### config.mk
export PLATFORM = sky130hd
export DESIGN_NAME = gobou_ctrl_layer
export DESIGN_NICKNAME = d
export VERILOG_FILES = /design/src/rtl/gobou_ctrl_layer_pkg.sv /design/src/rtl/gobou_ctrl_counter.sv /design/src/rtl/gobou_ctrl_layer.sv
export SDC_FILE = /design/constraint.sdc
export NUM_CORES = 1
export LEC_CHECK = 0
export CORE_MARGIN = 8
export CORE_UTILIZATION = 35
export CTS_CLUSTER_DIAMETER = 30
export DETAILED_ROUTE_END_ITERATION = 8
export MAX_ROUTING_LAYER = met4
export REMOVE_ABC_BUFFERS = 1
export SLEW_MARGIN = 20
export SYNTH_ARGS = -nofsm -noshare
export SYNTH_HDL_FRONTEND = slang
export SYNTH_HIERARCHICAL = 1
export SYNTH_SLANG_ARGS = --single-unit
### constraint.sdc
create_clock -name clk -period 8.4 [get_ports clk]
set_clock_uncertainty 0.15 [all_clocks]
set_input_delay 2.52 -clock clk [delete_from_list [all_inputs] [get_ports clk]]
set_output_delay 2.52 -clock clk [all_outputs]
set_load 0.01 [all_outputs]
### src/rtl/gobou_ctrl_layer_pkg.sv
// Shared constants and types for the GOBOU layer controller.
package gobou_ctrl_layer_pkg;

  localparam int unsigned GOBOU_CORE  = 8;   // MAC lanes per group
  localparam int unsigned GOBOU_D_MAC = 2;   // MAC/accumulator pipeline latency
  localparam int unsigned IMG_AW      = 12;  // image / output address width
  localparam int unsigned NET_AW      = 14;  // network (weight/bias) address width
  localparam int unsigned CNT_W       = 10;  // input/output count width
  localparam int unsigned LANE_W      = 3;   // lane index width
  localparam int unsigned PROD_W      = 20;  // width of address products

  typedef enum logic [1:0] {
    S_IDLE = 2'd0,
    S_ACC  = 2'd1,
    S_BIAS = 2'd2,
    S_OUT  = 2'd3
  } state_e;

endpackage

### src/rtl/gobou_ctrl_counter.sv
// Loadable up-counter that wraps to zero after reaching max_val; last flags cnt == max_val.
module gobou_ctrl_counter
  import gobou_ctrl_layer_pkg::*;
#(
  parameter int unsigned W = CNT_W
) (
  input  logic         clk,
  input  logic         rst,
  input  logic         load,
  input  logic [W-1:0] load_val,
  input  logic         en,
  input  logic [W-1:0] max_val,
  output logic [W-1:0] cnt,
  output logic         last
);

  logic [W-1:0] cnt_q, cnt_d;

  // Next count: load wins, otherwise step and wrap at max.
  always_comb begin
    cnt_d = cnt_q;
    if (load) begin
      cnt_d = load_val;
    end else if (en) begin
      cnt_d = last ? '0 : cnt_q + W'(1);
    end
  end

  // Count register.
  always_ff @(posedge clk or posedge rst) begin
    if (rst) begin
      cnt_q <= '0;
    end else begin
      cnt_q <= cnt_d;
    end
  end

  assign cnt  = cnt_q;
  assign last = (cnt_q == max_val);

endmodule

### src/rtl/gobou_ctrl_layer.sv
// Layer sequencer: per group of CORE outputs, accumulate total_in inputs, add bias,
// drain the MAC pipeline, then write the group's outputs.
module gobou_ctrl_layer
  import gobou_ctrl_layer_pkg::*;
#(
  parameter int unsigned CORE  = GOBOU_CORE,
  parameter int unsigned D_MAC = GOBOU_D_MAC
) (
  input  logic              clk,
  input  logic              rst,
  input  logic              req,
  input  logic              cfg_relu,
  input  logic [CNT_W-1:0]  total_in,
  input  logic [CNT_W-1:0]  total_out,
  input  logic [IMG_AW-1:0] img_offset,
  input  logic [NET_AW-1:0] net_offset,
  input  logic [IMG_AW-1:0] out_offset,
  output logic              ack,
  output logic [IMG_AW-1:0] img_addr,
  output logic [NET_AW-1:0] net_addr,
  output logic              mac_clear,
  output logic              mac_valid,
  output logic              bias_en,
  output logic              relu_en,
  output logic              out_we,
  output logic [IMG_AW-1:0] out_addr,
  output logic [LANE_W-1:0] out_lane
);

  state_e            state_q, state_d;
  logic              zero_q, zero_d;  // one-cycle busy after an empty job
  logic              relu_q, relu_d;
  logic [CNT_W-1:0]  tin_q, tin_d, tout_q, tout_d;
  logic [IMG_AW-1:0] img_off_q, img_off_d, out_off_q, out_off_d;
  logic [NET_AW-1:0] net_off_q, net_off_d;

  logic accept, job_ok;
  logic [CNT_W-1:0] i_cnt, d_cnt, k_cnt, g_cnt;
  logic             i_last, d_last, k_last, g_last;
  logic [CNT_W-1:0] i_max, d_max, k_max, g_max;
  logic [CNT_W:0]   grp_cnt;
  logic [PROD_W-1:0] base_out, rem, prod_w, prod_b;

  assign accept = (state_q == S_IDLE) && !zero_q && req;
  assign job_ok = (total_in != '0) && (total_out != '0);

  // Loop bounds derived from the latched job.
  always_comb begin
    grp_cnt  = ({1'b0, tout_q} + (CNT_W+1)'(CORE - 1)) / (CNT_W+1)'(CORE);
    base_out = PROD_W'(g_cnt) * PROD_W'(CORE);
    rem      = PROD_W'(tout_q) - base_out;
    prod_w   = PROD_W'(g_cnt) * PROD_W'(tin_q);
    prod_b   = PROD_W'(grp_cnt) * PROD_W'(tin_q);
    i_max    = tin_q - CNT_W'(1);
    d_max    = CNT_W'(D_MAC);
    k_max    = (rem >= PROD_W'(CORE)) ? CNT_W'(CORE - 1) : CNT_W'(rem - PROD_W'(1));
    g_max    = CNT_W'(grp_cnt - (CNT_W+1)'(1));
  end

  gobou_ctrl_counter #(.W(CNT_W)) u_cnt_i (
    .clk(clk), .rst(rst), .load(accept), .load_val('0), .en(state_q == S_ACC),
    .max_val(i_max), .cnt(i_cnt), .last(i_last)
  );
  gobou_ctrl_counter #(.W(CNT_W)) u_cnt_d (
    .clk(clk), .rst(rst), .load(accept), .load_val('0), .en(state_q == S_BIAS),
    .max_val(d_max), .cnt(d_cnt), .last(d_last)
  );
  gobou_ctrl_counter #(.W(CNT_W)) u_cnt_k (
    .clk(clk), .rst(rst), .load(accept), .load_val('0), .en(state_q == S_OUT),
    .max_val(k_max), .cnt(k_cnt), .last(k_last)
  );
  gobou_ctrl_counter #(.W(CNT_W)) u_cnt_g (
    .clk(clk), .rst(rst), .load(accept), .load_val('0), .en((state_q == S_OUT) && k_last),
    .max_val(g_max), .cnt(g_cnt), .last(g_last)
  );

  // Next state and config capture; config only changes on an accepted request.
  always_comb begin
    state_d   = state_q;
    zero_d    = 1'b0;
    relu_d    = relu_q;
    tin_d     = tin_q;
    tout_d    = tout_q;
    img_off_d = img_off_q;
    net_off_d = net_off_q;
    out_off_d = out_off_q;
    if (accept) begin
      relu_d    = cfg_relu;
      tin_d     = total_in;
      tout_d    = total_out;
      img_off_d = img_offset;
      net_off_d = net_offset;
      out_off_d = out_offset;
    end
    case (state_q)
      S_IDLE: begin
        if (accept) begin
          if (job_ok) state_d = S_ACC;
          else        zero_d  = 1'b1;
        end
      end
      S_ACC:   if (i_last) state_d = S_BIAS;
      S_BIAS:  if (d_last) state_d = S_OUT;
      S_OUT:   if (k_last) state_d = g_last ? S_IDLE : S_ACC;
      default: state_d = S_IDLE;
    endcase
  end

  // State and latched configuration registers.
  always_ff @(posedge clk or posedge rst) begin
    if (rst) begin
      state_q   <= S_IDLE;
      zero_q    <= 1'b0;
      relu_q    <= 1'b0;
      tin_q     <= '0;
      tout_q    <= '0;
      img_off_q <= '0;
      net_off_q <= '0;
      out_off_q <= '0;
    end else begin
      state_q   <= state_d;
      zero_q    <= zero_d;
      relu_q    <= relu_d;
      tin_q     <= tin_d;
      tout_q    <= tout_d;
      img_off_q <= img_off_d;
      net_off_q <= net_off_d;
      out_off_q <= out_off_d;
    end
  end

  // Output decode from registered state/counters only; req never reaches a strobe.
  always_comb begin
    ack       = (state_q == S_IDLE) && !zero_q;
    img_addr  = '0;
    net_addr  = '0;
    mac_clear = 1'b0;
    mac_valid = 1'b0;
    bias_en   = 1'b0;
    relu_en   = 1'b0;
    out_we    = 1'b0;
    out_addr  = '0;
    out_lane  = '0;
    case (state_q)
      S_ACC: begin
        mac_valid = 1'b1;
        mac_clear = (i_cnt == '0);
        img_addr  = img_off_q + IMG_AW'(i_cnt);
        net_addr  = NET_AW'(PROD_W'(net_off_q) + prod_w + PROD_W'(i_cnt));
      end
      S_BIAS: begin
        if (d_cnt == '0) begin
          bias_en  = 1'b1;
          net_addr = NET_AW'(PROD_W'(net_off_q) + prod_b + PROD_W'(g_cnt));
        end
      end
      S_OUT: begin
        out_we   = 1'b1;
        relu_en  = relu_q;
        out_lane = k_cnt[LANE_W-1:0];
        out_addr = IMG_AW'(PROD_W'(out_off_q) + base_out + PROD_W'(k_cnt));
      end
      default: ;
    endcase
  end

endmodule

==> flow_summary.ini, run 1 <==
[run_status]
status = finished, violations left
violations = setup timing

[setup_path]
cp.required_ns = 5.73
critPathMaxFanout = 3
start_kind = flop
r2r_slack_ns = 2.90
reg2reg_depth = 18
crit_path_end_kind = output pin
critPathKind = reg2out
r2r-end = u_cnt_g/cnt[5]
crit_arrival_ns = 5.84
worstReg2RegStart = u_cnt_g/cnt[1]

[yosys]
yosysSeqAreaShare_pct = 18.3
ys_top_cells_by_count = nand2_1 (255), inv_1 (225), fa_1 (144)
yosys.area.top_type_share_pct = 20.7
synth_adder_area_share_pct = 30.5
ys_warn_count = 6
muxShareOfSynthArea_pct = 0.719
yosysTopAreaCell = fa_1
synthSimpleGateAreaFrac_pct = 23.4
synth_compound_area_share_pct = 11.1
synth_area_leaders = fa_1 (21%), dfrtp_1 (18%), ha_1 (9.8%), nand2_1 (6.9%), inv_1 (6.1%)
yosysUniqueCellTypes = 69
synth_edf_count = 0
synth_top_family_by_area = adder cells
synth_xor_area_share_pct = 7.67
synthesis.instances = 1622
synth_most_common_cell = nand2_1
synth-async-reset-ratio_pct = 100
syn_area_mm2 = 0.0139
post_synth.cell_area_avg_um2 = 8.59
yosys_most_used_dff = dfrtp_1
synth.ff_latch_count = 102

[route]
dr.pass1.iters = 5
post-route-drc-count = 0
drt-total-wl_um = 42000
vias = 11949
ant_nets = 0
wl_per_cell_um = 17.6
viasPerCell = 5.01
drt_iter0_markers = 783

[pwr]
p_comb_share_pct = 5.4
seqPwrFrac_pct = 46.7
p_leak_nw = 7.73
power.density_mw_per_mm2 = 60.6
switchingPower_mw = 0.258
clkPwrFrac_pct = 47.9
peakVddDrop_mv = 0.0943
p_int_mw = 0.792
switching_share_pct = 24.6

[timing]
max_freq_mhz = 118
post-route-period-util_pct = 101
slew_violations = 0
setup-violations-final = 4
max_slew_margin_pct = 35.1
rsz0062_at_grt = yes
fin_crit_ns = 8.51
worstMarginPinSlew_ns = 0.974
finalHoldViolations = 0
final.setup.worst_slack_ns = -0.107

[cts]
cts_tree = done
htreeDepth = 3
clk_path_buf_depth = 2
cts_root_buf = clkbuf_16
cts_buffers = 9
cts_sinks = 102
clkTransAtPathRegs_ns = 0.08
clk_latency_ns = 0.38
hold_buffers = 0

[die]
dieArea_mm2 = 0.0464
core-area_mm2 = 0.0395
die-height_um = 215
io_pins = 109
rows = 73
initial_utilization_pct = 35.2
die_x_um = 215

[cells_and_area]
nFillCells = 3882
n_antenna_cell = 0
area_growth_pct = 24.4
final_util_pct = 43.8
drive_above_1_share_pct = 15.1
post-route-cell-area_mm2 = 0.0173
fin_nets = 2170

[global_routing]
grt_max_degree = 93
grt-busiest-layer = met2
antenna_found_initial = 1
first_global_vias = 12831
grtUsageMet2_pct = 31.8
grt_usage_pct = 18.8
use_met1_pct = 23.8
grt_pass1_wl_um = 69000
grt-ovfl-total = 0
use_met3_pct = 2.39

[hold_path]
min_delay_worst_endpoint = relu_q
min_from = relu_q
whs_path_depth = 2
holdCritPathClass = reg2reg

[placement]
place_hpwl_um = 32500
placed_area_mm2 = 0.0164
gp_congestion = 0.905
io_buffer_count = 108

[job]
cap_violations = 0
[power groups by stage]
stage / combinational [mW] / clock [mW] / sequential [mW]
after global placement: 0.0573 / 0 / 0.500
after floorplan: 0.0178 / 0 / 0.500
after CTS: 0.0578 / 0.519 / 0.491
after global routing: 0.0628 / 0.530 / 0.491
after detailed placement: 0.0576 / 0 / 0.500
final: 0.0569 / 0.503 / 0.491
[routing by layer]
metal,share of wire (%),routed length [µm]
met1,45,18800
met2,49,20700
met3,4.0,1660
met4,1.9,802
met5,0,0
[worst max path at each step]
stage / start / to / slack (ns) / cells past startpoint
global route: tout_q[0] / net_addr[11] / -0.39 / 27
finish: tout_q[0] / net_addr[13] / -0.11 / 26
global placement: tout_q[0] / net_addr[11] / -0.36 / 22
detailed placement: tout_q[0] / net_addr[11] / -0.48 / 26
floorplan: tout_q[0] / net_addr[12] / 0.005 / 19
CTS: tout_q[1] / net_addr[11] / -0.12 / 28
[sequential cells by signal, summed over array words and instances, names as in the netlist]
register	cells
net_off_q	14
img_off_q	12
out_off_q	12
tin_q	10
tout_q	10
u_cnt_d/cnt	10
u_cnt_g/cnt	10
u_cnt_i/cnt	10
u_cnt_k/cnt	10
state_q	2
relu_q	1
zero_q	1
[metrics by stage]
stage          TNS [ns]  cells  worst slack, ns  total power, mW  hold slack (ns)
6_report         -0.283   2385           -0.107             1.05            0.332
5_1_grt           -1.88   2385           -0.391             1.08            0.360
3_3_place_gp      -1.47   2346           -0.358            0.558            0.304
2_1_floorplan         0   1606          0.00531            0.518            0.287
4_1_cts          -0.301   2378           -0.115             1.07            0.335
3_5_place_dp      -2.01   2346           -0.479            0.558            0.314
[final cells by class]
cell class	count	area, µm²	area share (%)
clock buffers	10	239	1.38
clock inverters	6	92.6	0.534
inverters	234	881	5.08
multi-input cells	1270	10800	62.4
flip-flops and latches	102	2550	14.7
well taps	525	657	3.79
repair buffers	238	2100	12.1
[what timing repair did]
| action | 4_1_cts | 5_1_grt |
|---|---|---|
| setup endpoints to repair | 9 | 10 |
| buffers inserted | 18 | 7 |
| pin swaps | 64 | 35 |
| cloned | 0 | 0 |
| gates resized for setup | 108 | 34 |
[cells by family after synthesis]
logic type	count (synthesis)
other cells	2
mux	10
fa+ha+maj	253
compound gates	213
flops	102
simple gates	622
xor+xnor	122
buf+inv	298
[worst max-delay path: stages (launching register included)]
cell	delay, ns
dfrtp_1	0.42
buf_6	0.13
nor3_4	0.14
buf_4	0.15
nor2b_2	0.04
xnor2_1	0.15
buf_4	0.16
buf_6	0.10
nor2_1	0.06
fa_2	0.40
fa_1	0.55
inv_2	0.04
fa_1	0.51
inv_2	0.04
fa_1	0.54
inv_2	0.04
fa_1	0.51
inv_2	0.05
ha_4	0.21
o211ai_1	0.10
nand2_2	0.11
a311oi_4	0.37
buf_4	0.17
o21ai_2	0.05
xnor2_1	0.12
o22ai_1	0.12
buf_2	0.15
[layout by cell type, fill, tap and decap left out, drive strengths merged, types with 13 or more instances in the layout]
master           n
nand2          255
inv            227
fa             144
buf            138
ha             109
dfrtp          102
clkdlybuf4s50   98
xnor2           96
nor2            69
and2            66
nor2b           64
conb            50
a21oi           48
o21ai           40
nand3           35
nor4            27
xor2            26
nand2b          22
nor3            19
o32ai           16
nand4           14
o211ai          13
nor3b           13
a2111oi         13
Note: power is estimated with default switching activity, not from simulation.
==> run 2, diff against run 1 <==
--- a/config.mk
+++ b/config.mk
@@ -5,7 +5,6 @@
 export SDC_FILE = /design/constraint.sdc
 export NUM_CORES = 1
 export LEC_CHECK = 0
-export CORE_MARGIN = 8
 export CORE_UTILIZATION = 35
 export CTS_CLUSTER_DIAMETER = 30
 export DETAILED_ROUTE_END_ITERATION = 8
==> flow_summary.ini, run 2 (synthesized netlist as in run 1, its figures left out) <==
[timing]
worstMarginPinSlew_ns = 0.835
max_freq_mhz = 116
finalHoldViolations = 0
slew_violations = 0
rsz0062_at_grt = yes
final.setup.worst_slack_ns = -0.196
setup-violations-final = 5
hold_ws_ns = 0.329
max_slew_margin_pct = 43.8
post-route-period-util_pct = 102
fin_crit_ns = 8.60

[cells_and_area]
area_growth_pct = 24.9
top_regs = net_off_q (14), img_off_q (12), out_off_q (12)
layout_commonest_cell = nand2_1
fin_nets = 2183
most-common-layout-cells = nand2_1 (248), inv_1 (215), fa_1 (138), buf_4 (129), dfrtp_1 (101)
drive_above_1_share_pct = 15.7
largest_register_ff_count = 14
n_antenna_cell = 0
final_util_pct = 44.7
largest_register = net_off_q

[run_status]
status = finished, violations left
violations = setup timing

[route]
post-route-drc-count = 0
viasPerCell = 5.04
wl_per_cell_um = 17.2
drt-total-wl_um = 41100
dr.pass1.iters = 6
drt_iter0_markers = 770
vias = 12049
ant_nets = 0

[cts]
cts_tree = done
cts_root_buf = clkbuf_16
clk_latency_ns = 0.38
cts_buffers = 9
clk_path_buf_depth = 2
clkTransAtPathRegs_ns = 0.08
htreeDepth = 3
cts_sinks = 102

[global_routing]
antenna_found_initial = 1
grt_pass1_wl_um = 65900
grt_max_degree = 53
grt_usage_pct = 21.3
first_global_vias = 12442
grt-ovfl-total = 0

[die]
die-height_um = 201
io_pins = 109
die_x_um = 201
initial_utilization_pct = 35.8
rows = 72
dieArea_mm2 = 0.0406
core-area_mm2 = 0.0389

[setup_path]
crit_path_end_kind = output pin
critPathKind = reg2out
cp.required_ns = 5.73
critPathMaxFanout = 4
start_kind = flop
crit_arrival_ns = 5.93

[pwr]
peakVddDrop_mv = 0.0999
p_leak_nw = 7.74
power.density_mw_per_mm2 = 57.8
fin_total_pwr_mw = 1.01

[placement]
gp_congestion = 0.887
io_buffer_count = 108
place_hpwl_um = 31400

[hold_path]
holdCritPathClass = reg2reg

[job]
cap_violations = 0
run 2: cell types whose count changed in the layout (fill, tap and decap cells not counted), sizes merged:
cell      delta
clkinvlp     -1
clkinv       +1
clkbuf       +2
buf         +12
bufinv       -1
inv          -1
run 2: layout make-up:
class / count / area, µm²
fillers: 3856 / 21500
multi-input cells: 1270 / 10800
flip-flops and latches: 102 / 2550
repair buffers: 251 / 2170
inverters: 234 / 881
well taps: 518 / 648
clock buffers: 11 / 243
clock inverters: 4 / 55.1
run 2: path summary, 6_finish.rpt:
path	startpoint	end	slack, ns	depth (start not counted)
max in group asynchronous	rst	tin_q[3]	4.50	3
max reg2reg	u_cnt_g/cnt[1]	u_cnt_g/cnt[5]	2.75	19
min in group asynchronous	rst	tin_q[9]	2.48	2
min	relu_q	relu_q	0.33	2
max	tout_q[0]	net_addr[12]	-0.20	25
min reg2reg	relu_q	relu_q	0.33	2
run 2: stage by stage:
stage	cells	cell area [µm²]	setup TNS, ns	setup slack, ns
after floorplan	1606	13800	0	0.00531
after global placement	2349	16500	-2.27	-0.494
after detailed placement	2349	16500	-2.34	-0.497
after CTS	2382	17200	-0.639	-0.235
after global routing	2390	17400	-2.30	-0.472
final	2390	17400	-0.630	-0.196
run 2: critical path, cell delays in order (launching register included):
cell and delay, ns:
dfrtp_1 0.40, buf_6 0.13, nor3_4 0.22, buf_6 0.15, buf_4 0.11, nor2b_4 0.04, xnor2_2 0.13, buf_4 0.16
nor2b_2 0.12, fa_1 0.44, fa_1 0.56, fa_2 0.46, fa_1 0.49, inv_1 0.05, fa_1 0.50, inv_1 0.06
ha_4 0.21, and2_4 0.15, a221o_1 0.34, a21oi_4 0.16, buf_6 0.11, a21oi_2 0.04, xor2_1 0.16, a22oi_1 0.16
nor2b_1 0.06, buf_2 0.13
run 2: routing by layer:
layer	track usage, %	share of wire (%)	vias up
met1	27.2	44	5946
li1	-	-	5723
met3	3.32	5.1	43
met5	-	0	-
met2	35.3	49	337
met4	4.71	1.7	0
run 2: report_power, final:
group	total [mW]	switching, mW	internal, mW	leakage (nW)
logic	0.0565	0.0271	0.0295	6.35
clock network	0.458	0.218	0.240	0.142
registers	0.491	0	0.491	1.25
run 2: timing repair:
item,4_1_cts,5_1_grt
pin swaps,67,42
gates resized for setup,105,41
setup buffers,19,9
endpoints found under the setup margin,10,10
hold buffers,0,0
==> run 3, diff against run 2 <==
--- a/config.mk
+++ b/config.mk
@@ -6,7 +6,6 @@
 export NUM_CORES = 1
 export LEC_CHECK = 0
 export CORE_UTILIZATION = 35
-export CTS_CLUSTER_DIAMETER = 30
 export DETAILED_ROUTE_END_ITERATION = 8
 export MAX_ROUTING_LAYER = met4
 export REMOVE_ABC_BUFFERS = 1
@@ -15,3 +14,4 @@
 export SYNTH_HDL_FRONTEND = slang
 export SYNTH_HIERARCHICAL = 1
 export SYNTH_SLANG_ARGS = --single-unit
+export TNS_END_PERCENT = 30
==> flow_summary.ini, run 3 (synthesized netlist as in run 1, its figures left out) <==
[timing]
worstMarginPinSlew_ns = 0.822
fin_crit_ns = 8.55
setup-violations-final = 5
max_slew_margin_pct = 44.7
post-route-period-util_pct = 102
max_freq_mhz = 117
tns_ns = -0.565
final.setup.worst_slack_ns = -0.151
finalHoldViolations = 0
slew_violations = 0
rsz0062_at_grt = yes

[cts]
hold_buffers = 0
cts_sinks = 102
cts_tree = done
cts_root_buf = clkbuf_16
htreeDepth = 3
clk_latency_ns = 0.38
cts_buffers = 9
clk_path_buf_depth = 2
clkTransAtPathRegs_ns = 0.08

[cells_and_area]
top_regs = net_off_q (14), img_off_q (12), out_off_q (12)
layout_commonest_cell = nand2_1
largest_register = net_off_q
final_util_pct = 44.6
n_antenna_cell = 0
nFillCells = 3860
most-common-layout-cells = nand2_1 (248), inv_1 (211), fa_1 (138), buf_4 (124), dfrtp_1 (101)
largest_register_ff_count = 14
drive_above_1_share_pct = 15.7
area_growth_pct = 24.7
post-route-cell-area_mm2 = 0.0174
fin_nets = 2179

[route]
drt-total-wl_um = 40900
drt_iter0_markers = 817
wl_met1_um = 18200
vias = 11988
post-route-drc-count = 0
route.met3.wl_um = 1880
highest-signal-layer = met4
wl_per_cell_um = 17.1
viasPerCell = 5.02
ant_nets = 0
dr_wl_met2_um = 20300
dr.pass1.iters = 5

[setup_path]
reg2reg_depth = 16
start_kind = flop
crit_path_end_kind = output pin
cp.required_ns = 5.73
crit_arrival_ns = 5.88
critPathKind = reg2out
critPathMaxFanout = 8

[die]
die_x_um = 201
initial_utilization_pct = 35.8
die-height_um = 201
rows = 72
dieArea_mm2 = 0.0406
core-area_mm2 = 0.0389
io_pins = 109

[global_routing]
grt_pass1_wl_um = 65900
grt_max_degree = 53
grt_usage_pct = 21.2
grt-ovfl-total = 0
first_global_vias = 12469
antenna_found_initial = 1

[placement]
gp_congestion = 0.887
io_buffer_count = 108
place_hpwl_um = 31400
placed_area_mm2 = 0.0165

[pwr]
peakVddDrop_mv = 0.0998
p_leak_nw = 7.73
power.density_mw_per_mm2 = 57.8
fin_total_pwr_mw = 1.00

[run_status]
violations = setup timing
status = finished, violations left

[hold_path]
whs_path_depth = 2
holdCritPathClass = reg2reg

[job]
cap_violations = 0
## run 3: changes by cell type in the layout (fill, tap and decap cells not counted), moves of 2 or more
cell	change
buf_4	-5
a21oi_4	-2
inv_1	-4
clkbuf_2	+2
inv_2	+4
buf_2	-3
## run 3: metrics by stage
step | std cells | setup WS, ns | hold WS, ns
after global routing | 2386 | -0.449 | 0.340
after CTS | 2382 | -0.235 | 0.329
after detailed placement | 2349 | -0.497 | 0.308
after floorplan | 1606 | 0.00531 | 0.287
after global placement | 2349 | -0.494 | 0.304
final | 2386 | -0.151 | 0.328
## run 3: cell type report
cell class	instances	area (µm²)	area share, %
Multi-Input combinational cell	1270	10800	62.4
Sequential cell	102	2550	14.7
Timing Repair Buffer	247	2150	12.4
Inverter	234	881	5.07
Tap cell	518	648	3.73
Clock buffer	11	243	1.40
Clock inverter	4	55.1	0.317
## run 3: per-layer routing
metal	GRT usage, %	vias up
met3	3.30	44
met1	27.0	5933
li1	-	5715
met2	35.4	296
met4	4.90	0
met5	-	-
## run 3: critical path, stage by stage, from the launching register on
cell and delay, ns:
dfrtp_1 0.40, buf_6 0.13, nor3_4 0.22, buf_6 0.17, xnor2_2 0.13, buf_6 0.18, nand2_1 0.08, fa_1 0.52
inv_1 0.05, fa_1 0.48, fa_1 0.50, fa_1 0.50, inv_1 0.05, fa_1 0.50, inv_1 0.06, ha_4 0.21
and2_4 0.15, a221o_1 0.34, a21oi_4 0.15, buf_4 0.13, a21oi_2 0.04, xor2_1 0.16, a22oi_1 0.16, nor2b_1 0.06
buf_2 0.13
## run 3: path summary, 6_finish.rpt
| check | from | to | slack [ns] |
|---|---|---|---|
| max in group asynchronous | rst | tin_q[3] | 4.51 |
| hold reg to reg | relu_q | relu_q | 0.33 |
| setup / recovery | tout_q[0] | net_addr[12] | -0.15 |
| setup reg to reg | u_cnt_g/cnt[1] | u_cnt_g/cnt[5] | 2.77 |
| min in group asynchronous | rst | tin_q[9] | 2.47 |
| hold / removal | relu_q | relu_q | 0.33 |
## run 3: report_power, final
group	total, mW	switching, mW	internal [mW]
clock network	0.457	0.217	0.240
registers	0.491	0	0.491
logic	0.0566	0.0271	0.0295
## run 3: what timing repair did
item,4_1_cts,5_1_grt
setup buffers,19,6
gates resized for setup,92,53
pin swaps,56,44
endpoints found under the setup margin,10,10
